$ cat src/rtl/frequency_generator_pkg.sv
// Shared constants for the PicoBlaze-writable NCO: register offsets, CTRL bit
// positions, FTW width and the commit FSM state type.
package frequency_generator_pkg;

  localparam int FTW_W = 32;

  // Window offsets relative to BASE; FTW3 holds the most significant byte.
  localparam logic [7:0] OFS_FTW3 = 8'd0;
  localparam logic [7:0] OFS_FTW2 = 8'd1;
  localparam logic [7:0] OFS_FTW1 = 8'd2;
  localparam logic [7:0] OFS_FTW0 = 8'd3;
  localparam logic [7:0] OFS_CTRL = 8'd4;

  localparam int CTRL_COMMIT  = 0;
  localparam int CTRL_ARM     = 1;
  localparam int CTRL_EN      = 2;
  localparam int CTRL_PPS_CLR = 3;

  typedef enum logic {
    IDLE  = 1'b0,
    ARMED = 1'b1
  } state_e;

endpackage

$ cat src/rtl/frequency_generator_pps.sv
// pps_sync: multi-flop synchronizer for the asynchronous 1PPS input followed by
// a rising-edge detector; pps_rise is a 1-clk pulse SYNC_STAGES clocks after the edge.
module pps_sync #(
  parameter int SYNC_STAGES = 2  // must be at least 2
) (
  input  logic clk,
  input  logic reset,
  input  logic pps,
  output logic pps_rise
);

  logic [SYNC_STAGES-1:0] sync_q;
  logic                   last_q;

  always_ff @(posedge clk) begin
    if (reset) begin
      sync_q <= '0;
      last_q <= 1'b0;
    end else begin
      sync_q <= {sync_q[SYNC_STAGES-2:0], pps};
      last_q <= sync_q[SYNC_STAGES-1];
    end
  end

  assign pps_rise = sync_q[SYNC_STAGES-1] & ~last_q;

endmodule

$ cat src/rtl/frequency_generator.sv
// NCO square-wave source with a byte-wide KCPSM write window and an optional
// PPS-aligned FTW commit. Optional readback: FREQUENCY_GENERATOR_READBACK_EN.
module frequency_generator
  import frequency_generator_pkg::*;
#(
  parameter int BASE        = 0,
  parameter int SYNC_STAGES = 2
) (
  input  logic       clk,
  input  logic       reset,
  input  logic       pps,
  input  logic [7:0] port_id,
  input  logic [7:0] out_port,
  input  logic       write_strobe,
`ifdef FREQUENCY_GENERATOR_READBACK_EN
  input  logic       read_strobe,
  output logic [7:0] in_port,
`endif
  output logic       fout,
  output logic       armed
);

  state_e             state_q, state_d;
  logic [FTW_W-1:0]   staging_q, ftw_q, acc_q;
  logic               en_q, clr_q, fout_q;
  logic               pps_rise;
  logic [7:0]         ofs;
  logic               ctrl_wr, commit, arm_req;
  logic               load_ftw, clr_acc;

  pps_sync #(.SYNC_STAGES(SYNC_STAGES)) u_pps_sync (
    .clk      (clk),
    .reset    (reset),
    .pps      (pps),
    .pps_rise (pps_rise)
  );

  assign ofs     = port_id - 8'(BASE);
  assign ctrl_wr = write_strobe && (ofs == OFS_CTRL);
  assign commit  = ctrl_wr && out_port[CTRL_COMMIT];
  assign arm_req = ctrl_wr && out_port[CTRL_ARM] && !out_port[CTRL_COMMIT];

  always_comb begin
    // NOTE: every output of this block gets a default first so no path can
    // leave one unassigned and infer a latch.
    state_d  = state_q;
    load_ftw = 1'b0;
    clr_acc  = 1'b0;
    case (state_q)
      IDLE: begin
        if (commit)       load_ftw = 1'b1;
        else if (arm_req) state_d  = ARMED;
      end
      ARMED: begin
        if (commit) begin
          load_ftw = 1'b1;
          state_d  = IDLE;
        end else if (pps_rise) begin
          load_ftw = 1'b1;
          clr_acc  = clr_q;
          state_d  = IDLE;
        end
      end
      default: state_d = IDLE;
    endcase
  end

  always_ff @(posedge clk) begin
    if (reset) begin
      state_q   <= IDLE;
      staging_q <= '0;
      ftw_q     <= '0;
      acc_q     <= '0;
      en_q      <= 1'b0;
      clr_q     <= 1'b0;
      fout_q    <= 1'b0;
    end else begin
      state_q <= state_d;
      if (write_strobe) begin
        case (ofs)
          OFS_FTW3: staging_q[31:24] <= out_port;
          OFS_FTW2: staging_q[23:16] <= out_port;
          OFS_FTW1: staging_q[15:8]  <= out_port;
          OFS_FTW0: staging_q[7:0]   <= out_port;
          default: ;
        endcase
      end
      // NOTE: non-blocking updates mean a commit on the same edge as a staging
      // byte write captures the old staging value.
      if (load_ftw) ftw_q <= staging_q;
      if (ctrl_wr) begin
        en_q  <= out_port[CTRL_EN];
        clr_q <= out_port[CTRL_PPS_CLR];
      end
      if (!en_q || clr_acc) acc_q <= '0;
      else                  acc_q <= acc_q + ftw_q;
      fout_q <= acc_q[FTW_W-1] & en_q;
    end
  end

  assign fout  = fout_q;
  assign armed = (state_q == ARMED);

`ifdef FREQUENCY_GENERATOR_READBACK_EN
  // Reads decode on port_id alone; the bus floats outside the window.
  always_comb begin
    in_port = 8'bz;
    case (ofs)
      OFS_FTW3: in_port = ftw_q[31:24];
      OFS_FTW2: in_port = ftw_q[23:16];
      OFS_FTW1: in_port = ftw_q[15:8];
      OFS_FTW0: in_port = ftw_q[7:0];
      OFS_CTRL: in_port = {4'b0, clr_q, en_q, armed, 1'b0};
      default:  in_port = 8'bz;
    endcase
  end
`endif

endmodule
$ cat config.mk
export PLATFORM = sky130hd
export DESIGN_NAME = frequency_generator
export DESIGN_NICKNAME = d
export VERILOG_FILES = /design/src/rtl/frequency_generator_pkg.sv /design/src/rtl/frequency_generator_pps.sv /design/src/rtl/frequency_generator.sv
export SDC_FILE = /design/constraint.sdc
export NUM_CORES = 1
export LEC_CHECK = 0
export ABC_AREA = 1
export CAP_MARGIN = 20
export CORE_ASPECT_RATIO = 1.2
export CORE_UTILIZATION = 41
export DETAILED_ROUTE_END_ITERATION = 12
export GPL_TIMING_DRIVEN = 0
export HOLD_SLACK_MARGIN = 0.15
export PLACE_DENSITY = 0.64
export SLEW_MARGIN = 20
export SYNTH_ARGS = -nofsm -noshare
export SYNTH_HDL_FRONTEND = slang
export SYNTH_HIERARCHICAL = 1
export SYNTH_SLANG_ARGS = --single-unit
$ cat constraint.sdc
create_clock -name clk -period 2.8 [get_ports clk]
set_clock_uncertainty 0.2 [all_clocks]
set_input_delay 0.56 -clock clk [delete_from_list [all_inputs] [get_ports clk]]
set_output_delay 0.56 -clock clk [all_outputs]
set_load 0.05 [all_outputs]
==> impl_metrics.json <==
{
  "rows": 47,
  "fin_crit_ns": 2.348,
  "period_share": 0.8386,
  "route.met2.wl_um": 6893,
  "route.met3.wl_um": 533,
  "path_clk_slew_ns": 0.07,
  "synth_xor_area_frac": 0.01360,
  "placed_cell_area_um2": 6218,
  "htree_levels": 3,
  "ctsHoldBuffers": 0,
  "ys.flop_type": "dfxtp_1",
  "synth_compound_area_frac": 0.1099,
  "antenna_cells": 0,
  "yosysWarnings": 6,
  "finalInstanceArea_um2": 6496,
  "cts_made_buffers": 9,
  "max_freq_mhz": 425.9,
  "status": "finished clean",
  "rsz0062_at_grt": "no",
  "synth_edf_count": 0,
  "n_fill_cell": 1472,
  "wl_met1_um": 6551,
  "cts.sinks": 103,
  "critPathCaptureType": "flip-flop",
  "multi_input_area_um2": 3136,
  "synth_area_um2": 5794,
  "ir_worst_vdd_mv": 0.2495,
  "avgSynthCellArea_um2": 6.346,
  "slew_headroom": 0.6660,
  "critPathMaxFanout": 10,
  "cp-start-kind": "input port",
  "maxUsedRoutingLayer": "met4",
  "synth_simple_gate_area_frac": 0.3472,
  "power_density_nw_per_um2": 426.5,
  "synth_top_family_by_area": "simple AND/OR/NAND/NOR gates",
  "cp_data_arrival_time_ns": 2.41,
  "hold_viol": 0,
  "fin_nets": 997,
  "path_class": "in -> reg",
  "gr-usage-all-layers": 0.2075,
  "postRouteAntennaNets": 0,
  "p_total_uw": 2771,
  "synth_fp_nets": 965,
  "io-pin-count": 22,
  "leakage_uw": 0.003342,
  "drv_cap": 0,
  "final-setup-viol-count": 0,
  "clk_path_buf_depth": 2,
  "wl_per_cell_um": 13.06,
  "first_iter_violations": 287,
  "first_pass_iters": 5,
  "muxShareOfSynthArea": 0,
  "grt_pass1_wl_um": 24090,
  "cts_resized": 0,
  "ys_types": 30,
  "synth-seq-area-share": 0.3559,
  "async_flop_share": 0,
  "start_util": 0.4193,
  "wl_um": 14630,
  "worst_hold_path_type": "reg -> reg",
  "worstPathRequired_ns": 2.86,
  "gp_congestion": 0.8637,
  "core-area_um2": 13820,
  "worstRegToRegCells": 11,
  "drcViolationCount": 0,
  "grt_pass1_vias": 5021,
  "die_y_um": 132.2,
  "hpwl_um": 11620,
  "whs_ns": 0.2138,
  "numPortBuffers": 21,
  "grt_max_degree": 19,
  "synth_cells": 913,
  "drive_gt1_frac": 0.03583,
  "synthAdderAreaFrac": 0.07040,
  "drv_slew": 0,
  "grt_overflow": 0,
  "clk_latency_ns": 0.35,
  "vias_per_cell": 4.821,
  "min_path_cells": 2,
  "vias": 5399,
  "fin_util": 0.4701,
  "antenna_found_initial": 0,
  "dieArea_um2": 14610,
  "die_w_um": 110.5,
  "cts_tree": "yes",
  "cts_root_buf": "clkbuf_16",
  "post_cts_buffers": 0,
  "area_delta_synth_final_pct": 12.11,
  "seqCellArea_um2": 2062,
  "fin_setup_tns_ns": 0,
  "worst_pin_slew_ns": 0.4995,
  "synth-seq-cells": 103
}
[registers in the layout (all words and copies together), names as in the netlist]
name / cells
armed: 1
staging_q: 32
u_pps_sync/sync_q: 2
acc_q: 32
fout: 1
u_pps_sync/last_q: 1
ftw_q: 32
clr_q: 1
en_q: 1
[metal layers]
metal | global-route usage | vias to the layer above
met2 | 0.3606 | 117
met1 | 0.2486 | 2330
li1 | - | 2915
met4 | 0.1193 | 0
met3 | 0.02069 | 37
met5 | 0 | -
[synth_stat cells (2+ instances only)]
cell	number	area (um2)
buf_4	3	22.52
dfxtp_1	103	2062
buf_2	6	30.03
nand2_2	2	12.51
clkinv_1	2	7.510
nor3_1	7	35.03
clkbuf_1	9	33.78
inv_1	129	484.2
nand2_1	258	968.4
inv_2	2	7.510
o21ai_0	50	250.2
nand4_1	6	37.54
nor2_1	166	623.1
a21oi_1	65	325.3
xor2_1	7	61.31
o21bai_1	5	37.54
and2_1	5	31.28
xnor2_1	2	17.52
nand3_1	45	225.2
ha_1	31	387.9
[final cells by class]
class | count | share of cell area
sequential | 103 | 0.3174
timing repair buffer | 21 | 0.03236
buffer | 19 | 0.01502
inverter | 133 | 0.07685
multi-input combinational | 658 | 0.4827
clock buffer | 9 | 0.03467
clock inverter | 6 | 0.008089
tap | 171 | 0.03294
[where the power goes]
part | switching [uW] | internal [uW]
Combinational | 52.5 | 35.3
Sequential | 1.33 | 1470
Clock | 602 | 613
[critical path, stage by stage]
cell	delay, ns
clkdlybuf4s50_1	0.45
clkbuf_1	0.25
inv_1	0.25
nand2_1	0.12
a21oi_4	0.27
buf_4	0.25
nand2_1	0.07
nor2_1	0.16
[cell families after synthesis]
| kind of cell | count (synthesis) |
|---|---|
| and+or+nand+nor | 495 |
| DFF | 103 |
| xor gates and xnor gates | 9 |
| adders and majority gates | 32 |
| buffers and inverters | 152 |
| AOI/OAI and AO/OA | 122 |
[through the flow]
stage,instances,setup slack [ns]
floorplan,913,0.8970
global placement,1105,0.1003
detailed placement,1105,0.1010
CTS,1120,0.4699
global route,1120,0.3266
finish,1120,0.4520
[placed cells by master (no fill, tap or decap), types with 2 or more instances in the layout]
cell type,synthesis,final
a21oi_1,65,65
and2_1,5,5
buf_2,6,6
buf_4,3,3
clkbuf_1,9,9
clkbuf_16,0,9
clkdlybuf4s50_1,0,21
clkinv_1,2,2
clkinvlp_4,0,2
dfxtp_1,103,103
ha_1,31,31
inv_1,129,129
inv_2,2,2
inv_6,0,2
nand2_1,258,258
nand2_2,2,2
nand3_1,45,45
nand4_1,6,6
nor2_1,166,166
nor3_1,7,7
o21ai_0,50,50
o21bai_1,5,5
xnor2_1,2,2
xor2_1,7,7
[worst paths after layout]
check / from / endpoint / slack [ns]
setup / recovery: reset / acc_q[28] / 0.45
hold / removal: u_pps_sync/sync_q[0] / u_pps_sync/sync_q[1] / 0.21
setup reg to reg: ftw_q[0] / acc_q[24] / 0.52
hold reg to reg: u_pps_sync/sync_q[0] / u_pps_sync/sync_q[1] / 0.21
Note: power is estimated with default switching activity, not from simulation.
